**src/rtl/lsu_pkg.sv**
```systemverilog
// ----------------------------------------------------------------------------
// lsu_pkg
// Shared definitions for the load/store unit:
//   - RV32 load/store funct3 encodings
//   - state_e: control FSM states
//   - f3_illegal(): funct3 legality check for loads and stores
// ----------------------------------------------------------------------------
package lsu_pkg;

    localparam logic [2:0] F3_B  = 3'b000;
    localparam logic [2:0] F3_H  = 3'b001;
    localparam logic [2:0] F3_W  = 3'b010;
    localparam logic [2:0] F3_BU = 3'b100;
    localparam logic [2:0] F3_HU = 3'b101;

    typedef enum logic [1:0] {
        IDLE   = 2'd0,
        ACCESS = 2'd1,
        WRITE  = 2'd2,
        RESP   = 2'd3
    } state_e;

    // Stores have no unsigned variants, so BU/HU are only legal for loads.
    function automatic logic f3_illegal(input logic we, input logic [2:0] f3);
        logic bad;
        case (f3)
            F3_B, F3_H, F3_W: bad = 1'b0;
            F3_BU, F3_HU:     bad = we;
            default:          bad = 1'b1;
        endcase
        return bad;
    endfunction

endpackage

```
**src/rtl/lsu_rmw_if.sv**
```systemverilog
// ----------------------------------------------------------------------------
// lsu_rmw_if
// Bundles the request/response handshake and the word-memory bus of lsu_rmw.
//   req_*  : request from the execute stage (valid/ready)
//   rsp_*  : response to the execute stage (valid/ready)
//   mem_*  : word-organised data memory, combinational read, posedge write
// Modports: slave = the LSU itself, master = its environment (core + memory).
// ----------------------------------------------------------------------------
interface lsu_rmw_if #(
    parameter int MEM_AW = 10
);
    logic              req_valid_i;
    logic              req_ready_o;
    logic              req_we_i;
    logic [2:0]        req_funct3_i;
    logic [31:0]       req_addr_i;
    logic [31:0]       req_wdata_i;
    logic              rsp_valid_o;
    logic              rsp_ready_i;
    logic [31:0]       rsp_rdata_o;
    logic              rsp_err_o;
    logic [MEM_AW-1:0] mem_addr_o;
    logic [31:0]       mem_wdata_o;
    logic              mem_wren_o;
    logic [31:0]       mem_rdata_i;

    modport slave (
        input  req_valid_i, req_we_i, req_funct3_i, req_addr_i, req_wdata_i,
        input  rsp_ready_i, mem_rdata_i,
        output req_ready_o, rsp_valid_o, rsp_rdata_o, rsp_err_o,
        output mem_addr_o, mem_wdata_o, mem_wren_o
    );

    modport master (
        output req_valid_i, req_we_i, req_funct3_i, req_addr_i, req_wdata_i,
        output rsp_ready_i, mem_rdata_i,
        input  req_ready_o, rsp_valid_o, rsp_rdata_o, rsp_err_o,
        input  mem_addr_o, mem_wdata_o, mem_wren_o
    );
endinterface

```
**src/rtl/lsu_align.sv**
```systemverilog
// ----------------------------------------------------------------------------
// lsu_align
// Combinational lane handling for a little-endian 32-bit word.
//   rd_word  in  32  word read from memory
//   st_data  in  32  store data (low byte/half used for SB/SH)
//   offset   in  2   byte offset within the word
//   funct3   in  3   access size / signedness
//   ld_data  out 32  extracted and sign/zero-extended load data
//   st_word  out 32  rd_word with the addressed lane(s) replaced by st_data
// ----------------------------------------------------------------------------
module lsu_align
    import lsu_pkg::*;
(
    input  logic [31:0] rd_word,
    input  logic [31:0] st_data,
    input  logic [1:0]  offset,
    input  logic [2:0]  funct3,
    output logic [31:0] ld_data,
    output logic [31:0] st_word
);

    function automatic logic [31:0] load_extract(input logic [31:0] word,
                                                 input logic [1:0]  off,
                                                 input logic [2:0]  f3);
        logic [7:0]  b;
        logic [15:0] h;
        logic [31:0] res;
        b = 8'(word >> {off, 3'b000});
        h = off[1] ? word[31:16] : word[15:0];
        case (f3)
            F3_B:    res = {{24{b[7]}}, b};
            F3_BU:   res = {24'h000000, b};
            F3_H:    res = {{16{h[15]}}, h};
            F3_HU:   res = {16'h0000, h};
            F3_W:    res = word;
            default: res = 32'h0000_0000;
        endcase
        return res;
    endfunction

    function automatic logic [31:0] store_merge(input logic [31:0] old,
                                                input logic [31:0] d,
                                                input logic [1:0]  off,
                                                input logic [2:0]  f3);
        logic [31:0] res;
        res = old;
        case (f3)
            F3_B: res[{off, 3'b000} +: 8] = d[7:0];
            F3_H: begin
                if (off[1]) begin
                    res[31:16] = d[15:0];
                end else begin
                    res[15:0] = d[15:0];
                end
            end
            F3_W:    res = d;
            default: res = old;
        endcase
        return res;
    endfunction

    // Lane extraction and merge for the current access.
    always_comb begin
        ld_data = load_extract(rd_word, offset, funct3);
        st_word = store_merge(rd_word, st_data, offset, funct3);
    end

endmodule

```
**src/rtl/lsu_rmw.sv**
```systemverilog
// ----------------------------------------------------------------------------
// lsu_rmw
// Load/store unit: turns byte-addressed RV32 loads/stores into 32-bit word
// accesses. Sub-word stores are read-modify-write because the memory only has
// a whole-word write enable. Bad requests answer with rsp_err_o and never
// touch memory.
//   clk_i  in  clock
//   rst_i  in  synchronous active-high reset
//   bus    lsu_rmw_if.slave: req_* handshake, rsp_* handshake, mem_* bus
// Latency (accept cycle = 0): load/SW response in cycle 2, SB/SH in cycle 3,
// rejected request in cycle 1.
// ----------------------------------------------------------------------------
module lsu_rmw
    import lsu_pkg::*;
#(
    parameter int MEM_AW = 10
) (
    input  logic      clk_i,
    input  logic      rst_i,
    lsu_rmw_if.slave  bus
);

    state_e             state_r;
    state_e             state_s;
    logic               we_r;
    logic [2:0]         f3_r;
    logic [1:0]         off_r;
    logic [31:0]        wdata_r;
    logic               ready_r;
    logic               rsp_valid_r;
    logic [31:0]        rdata_r;
    logic               err_r;
    logic [MEM_AW-1:0]  mem_addr_r;
    logic [31:0]        mem_wdata_r;   // also holds the merged word for WRITE
    logic               wren_r;

    logic               accept_s;
    logic               req_err_s;
    logic               sw_req_s;
    logic               wren_next_s;
    logic [31:0]        ld_data_s;
    logic [31:0]        st_word_s;

    lsu_align u_align (
        .rd_word (bus.mem_rdata_i),
        .st_data (wdata_r),
        .offset  (off_r),
        .funct3  (f3_r),
        .ld_data (ld_data_s),
        .st_word (st_word_s)
    );

    // Request decode: acceptance and error classification at accept time.
    always_comb begin
        logic misalign;
        logic out_of_range;
        accept_s     = bus.req_valid_i & ready_r;
        misalign     = (((bus.req_funct3_i == F3_H) || (bus.req_funct3_i == F3_HU))
                        && bus.req_addr_i[0])
                     || ((bus.req_funct3_i == F3_W) && (bus.req_addr_i[1:0] != 2'b00));
        out_of_range = |bus.req_addr_i[31:MEM_AW+2];
        req_err_s    = misalign | out_of_range
                     | f3_illegal(bus.req_we_i, bus.req_funct3_i);
        sw_req_s     = bus.req_we_i & (bus.req_funct3_i == F3_W);
    end

    // Next-state logic of the control FSM.
    always_comb begin
        state_s = state_r;
        case (state_r)
            IDLE: begin
                if (accept_s) begin
                    if (req_err_s) begin
                        state_s = RESP;
                    end else begin
                        state_s = ACCESS;
                    end
                end else begin
                    state_s = IDLE;
                end
            end
            ACCESS: begin
                if (we_r && (f3_r != F3_W)) begin
                    state_s = WRITE;
                end else begin
                    state_s = RESP;
                end
            end
            WRITE: state_s = RESP;
            RESP: begin
                if (bus.rsp_ready_i) begin
                    state_s = IDLE;
                end else begin
                    state_s = RESP;
                end
            end
            default: state_s = IDLE;
        endcase
    end

    // Write enable for the coming cycle: SW writes in ACCESS, SB/SH in WRITE.
    // ACCESS is only entered from IDLE, so the SW test uses the live request.
    always_comb begin
        if (state_s == WRITE) begin
            wren_next_s = 1'b1;
        end else if (state_s == ACCESS) begin
            wren_next_s = sw_req_s;
        end else begin
            wren_next_s = 1'b0;
        end
    end

    // FSM state register.
    always_ff @(posedge clk_i) begin
        if (rst_i) begin
            state_r <= IDLE;
        end else begin
            state_r <= state_s;
        end
    end

    // Request registers, registered outputs and memory-side registers.
    always_ff @(posedge clk_i) begin
        if (rst_i) begin
            we_r        <= 1'b0;
            f3_r        <= 3'b000;
            off_r       <= 2'b00;
            wdata_r     <= 32'h0000_0000;
            ready_r     <= 1'b1;
            rsp_valid_r <= 1'b0;
            rdata_r     <= 32'h0000_0000;
            err_r       <= 1'b0;
            mem_addr_r  <= '0;
            mem_wdata_r <= 32'h0000_0000;
            wren_r      <= 1'b0;
        end else begin
            ready_r     <= (state_s == IDLE);
            rsp_valid_r <= (state_s == RESP);
            wren_r      <= wren_next_s;
            if (accept_s) begin
                we_r    <= bus.req_we_i;
                f3_r    <= bus.req_funct3_i;
                off_r   <= bus.req_addr_i[1:0];
                wdata_r <= bus.req_wdata_i;
                err_r   <= req_err_s;
                rdata_r <= 32'h0000_0000;
                // Rejected requests leave the memory bus untouched.
                if (!req_err_s) begin
                    mem_addr_r <= bus.req_addr_i[MEM_AW+1:2];
                    if (sw_req_s) begin
                        mem_wdata_r <= bus.req_wdata_i;
                    end
                end
            end else if (state_r == ACCESS) begin
                if (!we_r) begin
                    rdata_r <= ld_data_s;
                end else if (f3_r != F3_W) begin
                    mem_wdata_r <= st_word_s;
                end
            end
        end
    end

    assign bus.req_ready_o = ready_r;
    assign bus.rsp_valid_o = rsp_valid_r;
    assign bus.rsp_rdata_o = rdata_r;
    assign bus.rsp_err_o   = err_r;
    assign bus.mem_addr_o  = mem_addr_r;
    assign bus.mem_wdata_o = mem_wdata_r;
    // Reset suppresses any write in flight, so a partial RMW never lands.
    assign bus.mem_wren_o  = wren_r & ~rst_i;

endmodule

```
**src/flat_wrapper.sv**
```systemverilog
// flat-port wrapper written by rule: the top's interface ports become plain ports
module lsu_rmw_flat import lsu_pkg::*;
#(
    parameter int MEM_AW = 10
)
  (clk_i, rst_i, bus_req_valid_i, bus_req_we_i, bus_req_funct3_i, bus_req_addr_i, bus_req_wdata_i, bus_rsp_ready_i, bus_mem_rdata_i, bus_req_ready_o, bus_rsp_valid_o, bus_rsp_rdata_o, bus_rsp_err_o, bus_mem_addr_o, bus_mem_wdata_o, bus_mem_wren_o);
  lsu_rmw_if #(.MEM_AW(MEM_AW)) bus_i ();
  input  logic clk_i;
  input  logic rst_i;
  input wire logic [$bits(bus_i.req_valid_i)-1:0] bus_req_valid_i;
  input wire logic [$bits(bus_i.req_we_i)-1:0] bus_req_we_i;
  input wire logic [$bits(bus_i.req_funct3_i)-1:0] bus_req_funct3_i;
  input wire logic [$bits(bus_i.req_addr_i)-1:0] bus_req_addr_i;
  input wire logic [$bits(bus_i.req_wdata_i)-1:0] bus_req_wdata_i;
  input wire logic [$bits(bus_i.rsp_ready_i)-1:0] bus_rsp_ready_i;
  input wire logic [$bits(bus_i.mem_rdata_i)-1:0] bus_mem_rdata_i;
  output wire logic [$bits(bus_i.req_ready_o)-1:0] bus_req_ready_o;
  output wire logic [$bits(bus_i.rsp_valid_o)-1:0] bus_rsp_valid_o;
  output wire logic [$bits(bus_i.rsp_rdata_o)-1:0] bus_rsp_rdata_o;
  output wire logic [$bits(bus_i.rsp_err_o)-1:0] bus_rsp_err_o;
  output wire logic [$bits(bus_i.mem_addr_o)-1:0] bus_mem_addr_o;
  output wire logic [$bits(bus_i.mem_wdata_o)-1:0] bus_mem_wdata_o;
  output wire logic [$bits(bus_i.mem_wren_o)-1:0] bus_mem_wren_o;
  assign bus_i.req_valid_i = bus_req_valid_i;
  assign bus_i.req_we_i = bus_req_we_i;
  assign bus_i.req_funct3_i = bus_req_funct3_i;
  assign bus_i.req_addr_i = bus_req_addr_i;
  assign bus_i.req_wdata_i = bus_req_wdata_i;
  assign bus_i.rsp_ready_i = bus_rsp_ready_i;
  assign bus_i.mem_rdata_i = bus_mem_rdata_i;
  assign bus_req_ready_o = bus_i.req_ready_o;
  assign bus_rsp_valid_o = bus_i.rsp_valid_o;
  assign bus_rsp_rdata_o = bus_i.rsp_rdata_o;
  assign bus_rsp_err_o = bus_i.rsp_err_o;
  assign bus_mem_addr_o = bus_i.mem_addr_o;
  assign bus_mem_wdata_o = bus_i.mem_wdata_o;
  assign bus_mem_wren_o = bus_i.mem_wren_o;
  lsu_rmw #(.MEM_AW(MEM_AW)) u_core (.clk_i(clk_i), .rst_i(rst_i), .bus(bus_i));
endmodule
```
**config.mk**
```make
export PLATFORM = sky130hd
export DESIGN_NAME = lsu_rmw_flat
export DESIGN_NICKNAME = d
export VERILOG_FILES = /design/src/rtl/lsu_pkg.sv /design/src/rtl/lsu_rmw_if.sv /design/src/rtl/lsu_align.sv /design/src/rtl/lsu_rmw.sv /design/src/flat_wrapper.sv
export SDC_FILE = /design/constraint.sdc
export NUM_CORES = 1
export LEC_CHECK = 0
export ABC_AREA = 0
export CAP_MARGIN = 20
export CORE_MARGIN = 2
export CORE_UTILIZATION = 30
export DETAILED_ROUTE_END_ITERATION = 12
export HOLD_SLACK_MARGIN = 0.03
export PLACE_DENSITY = 0.6
export SETUP_SLACK_MARGIN = 0.2
export SLEW_MARGIN = 10
export SYNTH_ARGS = -nofsm -noshare
export SYNTH_HDL_FRONTEND = slang
export SYNTH_SLANG_ARGS = --single-unit
```
**constraint.sdc**
```tcl
create_clock -name clk_i -period 2.4 [get_ports clk_i]
set_input_delay 0.6 -clock clk_i [delete_from_list [all_inputs] [get_ports clk_i]]
set_output_delay 0.6 -clock clk_i [all_outputs]
set_load 0.05 [all_outputs]
```
## Yosys cells after proc, flatten, opt, wreduce, memory -nomap -nowiden

Index checks and enable logic that the tools add are counted.

| cells by class | value |
|---|---|
| equality and inequality tests | 17 |
| multiplexer cells | 20 |
| bitwise logic cells | 8 |
| add/sub/neg operators | 1 |
| shift operators | 3 |
| reductions and logical operators | 20 |

Operators with widths:

| operator | number |
|---|---|
| 32-bit two-way mux | 6 |
| 32-bit case mux with 5 select lines | 1 |
| 32-bit case mux with 3 select lines | 1 |
| 16-bit two-way mux | 3 |
| 32-bit bitwise mux | 1 |
| 8-bit by 7-bit variable shift with 32-bit output, first input constant | 1 |
| 8-bit by 7-bit indexed part select with 32-bit output | 1 |
| 32-bit by 5-bit >> shifter with 8-bit output | 1 |
| 20-bit OR reduction | 1 |
| 3-bit equality test, second input constant | 4 |
| 2-bit equality test, second input constant | 4 |
| 2-bit case mux with 4 select lines | 1 |
| 2-bit nonzero test | 4 |
| 5-bit negator with 7-bit output | 1 |
| 3-bit by 1-bit equality test with 1-bit output, second input constant | 2 |
| 3-bit by 2-bit equality test with 1-bit output, second input constant | 2 |
| 3-bit logical NOT | 2 |
| 2-bit two-way mux | 3 |
| 5-bit AND reduction | 1 |
| 2-bit by 1-bit equality test with 1-bit output, second input constant | 2 |
| 2-bit logical NOT | 2 |
| 2-bit inequality test, second input constant | 2 |
| 2-bit AND reduction | 2 |
| 2-bit OR reduction | 2 |
| other kinds (9) | 19 |

| storage, ports and cells | value |
|---|---|
| register bits | 118 |
| bits of input ports | 104 |
| output and inout port bits | 78 |
| word-level logic and storage cells | 81 |

## Longest topological paths before layout

| logic depth | value |
|---|---|
| depth in word-level cells | 12 |
| mapped depth | 9 |
| depth with buffers taken out | 7 |

## Hierarchy

A second synthesis with hierarchy kept.

| second synthesis, totals | value |
|---|---|
| cell total of the unflattened synthesis | 779 |
| area total of the unflattened synthesis | 6,437.4 um^2 |

By module, submodules not included:

| module | times used | cells an instance | seq. area each (um^2) | area each (um^2) |
|---|---|---|---|---|
| lsu_rmw | 1 | 504 | 2,362.3 | 4,546.9 |
| lsu_align | 1 | 275 | 0.0 | 1,890.6 |

## Worst setup path before layout

Ideal clock, no wire load.

| timing | value |
|---|---|
| path kind | register to register |
| start point | register u_core.off_r[1] |
| end point | register u_core.mem_wdata_r[1], in the netlist u_core.bus.mem_wdata_o[1] |
| slack | 0.024 ns |
| stages on the path, launching flop included | 9 |
| data required time | 2.314 ns |
| library setup time | 0.086 ns |
| arrival time | 2.291 ns |
| buffers on the path | 1 |
| clock period less this slack | 2.376 ns |
| path through | dfxtp_1 buf_1 inv_1 ha_1 nor4bb_1 a211oi_1 nor3_1 a222oi_1 a211oi_1 |

| between the ends | value |
|---|---|
| cells in the longest elaborated chain, start to end | 8 |
| elaborated cells on any way between the ends | 10 |
| classes of those cells | 1 x add/sub; 2 x shift; 7 x mux |

RTL lines:

| item | line | RTL |
|---|---|---|
| start, declared | lsu_rmw.sv:27 | `logic [1:0] off_r;` |
| start signal, assigned | lsu_rmw.sv:143 | `off_r <= bus.req_addr_i[1:0];` |
| 5-bit negator with 7-bit output | lsu_align.sv:48 | `F3_B: res[{off, 3'b000} +: 8] = d[7:0];` |
| 8-bit by 7-bit indexed part select with 32-bit output / 8-bit by 7-bit variable shift with 32-bit output (equally long branches) | lsu_align.sv:48 |  |
| 32-bit bitwise mux | lsu_align.sv:48 |  |
| 32-bit case mux with 3 select lines * | lsu_align.sv:47 | `case (f3)` |
| 32-bit two-way mux * | lsu_rmw.sv:157 | `end else if (f3_r != F3_W) begin` |
| 32-bit two-way mux * | lsu_rmw.sv:155 | `if (!we_r) begin` |
| 32-bit two-way mux * | lsu_rmw.sv:154 | `end else if (state_r == ACCESS) begin` |
| 32-bit two-way mux * | lsu_rmw.sv:140 | `if (accept_s) begin` |
| end signal, assigned | lsu_rmw.sv:151 | `mem_wdata_r <= bus.req_wdata_i;` |
| end signal, assigned | lsu_rmw.sv:158 | `mem_wdata_r <= st_word_s;` |
| end, declared | lsu_rmw.sv:34 | `logic [31:0] mem_wdata_r;` |

Mark *: on every way between the ends. The rest lies on a longest branch, timed or not. The select of a mux whose other input is x is not followed.
A chain may end at the register's enable or synchronous reset.

## Worst setup path after layout

| timing | value |
|---|---|
| start point | input bus_req_valid_i |
| end point | register u_core.mem_wdata_r[23], in the netlist u_core.bus.mem_wdata_o[23] |

| between the ends | value |
|---|---|
| cells in the longest elaborated chain, start to end | 3 |
| elaborated cells on any way between the ends | 8 |
| classes of those cells | 2 x eq/ne; 1 x mux; 1 x bitwise; 4 x reduce/logical |

RTL lines:

| item | line | RTL |
|---|---|---|
| start, declared | flat_wrapper.sv:10 | `input wire logic [$bits(bus_i.req_valid_i)-1:0] bus_req_valid_i;` |
| 1-bit AND * | lsu_rmw.sv:57 | `accept_s = bus.req_valid_i & ready_r;` |
| 2-bit inequality test (no line) / 2-bit nonzero test (equally long branches) | - |  |
| 5-bit AND reduction (no line) | - |  |

Mark *: on every way between the ends. The rest lies on a longest branch, timed or not.

==> metrics.cfg <==
[placed_design]
dp_cells=965
gp_congestion=0.935
io_buffers=181
dpl.hpwl_mm=14.5

[floorplanning]
initial_core_util=0.306
core_sq_um=16500
dieWidth_um=134
die_y_um=134
die-area_sq_um=17900
rows=47
io_pins=182

[drt]
postRouteAntennaNets=0
route.detailed.drc=0
vias=5474
wl_mm=19.7
firstDrtPassIters=6
routedWlPerCell_um=19.8
vias_per_cell=5.52
initialDrtViolationCount=582

[setup_path]
slowest_delay_ns=0.52
worstPathMaxFanout=8
end_kind=flip-flop
path_buf_inv=3
worstPathArrival_ns=2.38
reg2reg_depth=7
required_ns=2.62
path_cells=clkdlybuf4s50_1 > nand2_1 > buf_4 > o21ai_1 > nor2_2 > a222oi_1 > buf_4 > a211oi_1
worst_path_most_repeated_cell=buf_4
crit_path_top_delay_cell=a222oi_1
critPathLaunchType=input pin
crit_family=buffers and inverters
path_class=in2reg
critical_path_depth=8

[layout]
insertedDiodeCount=0
final_layout_size_suffix_gt1_frac=0.153
finalNetCount=876
instances_no_fill=992
synthToLayoutAreaGrowth_pct=55.8

[yosys]
syn_nets=685
syn_area_sq_um=5060
ys_seq_area_frac=0.435
synth-seq-cells=110
synthArstFlopShare=0
synth_cells=576
synth_ff_type=dfxtp_1
synth_edf_count=0
synthDistinctLibCells=55
synth_warnings=0
syn_area_per_cell_sq_um=8.78

[clock_tree]
cts-root-buf=clkbuf_16
insertion_delay_ns=0.36
cts_max_level=3
cts_tree=done
clkSinkCount=110
clkTransAtPathRegs_ns=0.08
cts_buffers=9
cts_buffer_depth=2

[grt]
grt_overflow=0
grt_pass1_wl_mm=28.5
antenna_found_initial=0
grt_usage=0.204
grt_max_degree=56
grt_pass1_vias=5165

[pwr]
powerDensity_nw_per_um2=585
cellLeakagePower_nw=2.85
peakVddDrop_uv=318

[flow_run]
cap_violations=0

[sta]
tightest_slew_ns=0.841
max-slew-margin-rel=0.435
clock_skew_ns=0.00452
setup_violations=0
fin_crit_ns=2.16
finalCritPeriodShare=0.900
grt_setup_unrepaired=true
finalHoldViolations=0
slew_violations=0
totalNegativeSetupSlack_ns=0
fmax_mhz=463

[hold_path]
whs_path_depth=1
hold_path_class=reg2reg

[outcome]
status=finished, final reports clean

-- routing by layer --
| layer | vias to the layer above | GRT usage | routed length, um |
|---|---|---|---|
| li1 | 2560 | - | - |
| met1 | 2622 | 0.255 | 8040 |
| met2 | 262 | 0.343 | 9740 |
| met3 | 30 | 0.0491 | 1450 |
| met4 | 0 | 0.0757 | 428 |
| met5 | - | 0 | 0 |
-- registers in the layout (all words and copies together), names as in the netlist --
signal and flops:
u_core.we_r 1, u_core.off_r 2, u_core.bus.rsp_valid_o 1, u_core.f3_r 3
u_core.bus.req_ready_o 1, u_core.bus.rsp_err_o 1, u_core.state_r 2, u_core.bus.mem_addr_o 10
u_core.wren_r 1, u_core.bus.rsp_rdata_o 32, u_core.bus.mem_wdata_o 32, u_core.wdata_r 24
-- worst reg2reg max path, cell delays in order, from the launching register on --
cell      delay (ns)
dfxtp_1         0.34
buf_4           0.19
or2_2           0.39
o21ai_1         0.19
nor2_2          0.11
a222oi_1        0.53
buf_4           0.20
a211oi_1        0.07
-- cell families after synthesis --
logic type               Yosys count  share of synthesized area
buffers and inverters             56                     0.0465
AO/OA/AOI/OAI                    197                      0.301
AND/OR/NAND/NOR                  191                      0.167
adder cells (fa/ha/maj)            5                     0.0124
flip-flops                       110                      0.435
multiplexers                      17                     0.0376
-- final timing paths --
| check | slack (ns) | from | end |
|---|---|---|---|
| setup / recovery | 0.24 | bus_req_valid_i | u_core.bus.mem_wdata_o[23]$_SDFFE_PP0P_ |
| hold / removal | 0.46 | u_core.bus.rsp_rdata_o[15]$_SDFFE_PP0P_ | u_core.bus.rsp_rdata_o[15]$_SDFFE_PP0P_ |
| setup reg to reg | 0.26 | u_core.f3_r[2]$_SDFFE_PP0P_ | u_core.bus.mem_wdata_o[23]$_SDFFE_PP0P_ |
| hold reg to reg | 0.46 | u_core.bus.rsp_rdata_o[15]$_SDFFE_PP0P_ | u_core.bus.rsp_rdata_o[15]$_SDFFE_PP0P_ |
-- repair_timing --
action                     4_1_cts  5_1_grt
pin swaps                        2       17
gates resized for setup          4       32
cloned                           0        5
setup buffers                    1        5
setup endpoints to repair       22       38
hold endpoints to repair         0        0
hold buffers                     0        0
-- cells in the mapped netlist, types with 2 or more instances --
master	instances	share of area
and2_1	3	0.0037
a22o_1	12	0.021
o211ai_1	2	0.0030
dfxtp_1	110	0.44
nor2_1	57	0.042
a2bb2oi_1	2	0.0035
and3_1	3	0.0037
buf_6	2	0.0045
o32ai_1	8	0.014
or2_2	3	0.0037
o22ai_1	10	0.012
clkbuf_1	29	0.022
inv_1	7	0.0052
a21o_1	9	0.013
a211oi_1	28	0.042
nor3_1	3	0.0030
nor2b_1	4	0.0049
nand4_1	2	0.0025
nand2_1	95	0.070
mux2_2	6	0.013
o21ai_0	12	0.012
nor4_1	8	0.0099
ha_1	5	0.012
a222oi_1	15	0.030
a221o_2	10	0.022
a21oi_1	42	0.042
buf_2	8	0.0079
buf_1	10	0.0074
a32oi_1	8	0.014
a221oi_1	9	0.016
mux2i_1	10	0.020
a31oi_1	3	0.0037
a221o_1	18	0.036
o31ai_1	2	0.0030
-- power breakdown --
part	internal (W)	total [W]	switching (W)
sequential	0.00191	0.00197	0.0000654
clock	0.000716	0.00145	0.000731
combinational	0.000518	0.00119	0.000671
total	0.00314	0.00461	0.00147
-- layout make-up --
type | instances | area, sq um
fill | 1536 | 8640
multi-input combinational | 410 | 2760
timing repair buffer | 229 | 2340
sequential | 110 | 2210
tap | 220 | 275
clock buffer | 10 | 229
clock inverter | 6 | 45.0
inverter | 7 | 26.3
-- per-stage QoR --
| stage | cell area [sq um] | hold slack (ns) | power (W) | utilization | setup WS [ns] |
|---|---|---|---|---|---|
| 6_report | 7880 | 0.457 | 0.00461 | 0.477 | 0.239 |
| 5_1_grt | 7880 | 0.475 | 0.00480 | 0.477 | 0.177 |
| 4_1_cts | 7590 | 0.461 | 0.00458 | 0.459 | 0.200 |
| 3_5_place_dp | 7280 | 0.443 | 0.00314 | 0.441 | -0.178 |
| 3_3_place_gp | 7280 | 0.442 | 0.00313 | 0.441 | -0.0751 |
| 2_1_floorplan | 5060 | 0.437 | 0.00263 | - | 0.274 |
-- cell usage in the layout, fill, tap and decap left out, drive strengths merged, types with 4 or more instances in the layout --
cell type and n:
a21oi 42, a222oi 15, a22o 12, clkdlybuf4s50 176, inv 10, nor2b 4
buf 46, a211oi 29, mux2i 10, nor2 58, o21ai 12, a21o 10
nand2 95, a32oi 8, a221o 28, clkbuf 14, dfxtp 110, o22ai 10
or2 4, a221oi 9, nor4 8, o32ai 8, mux2 6, ha 5
Power figures use the tool's default switching activity.
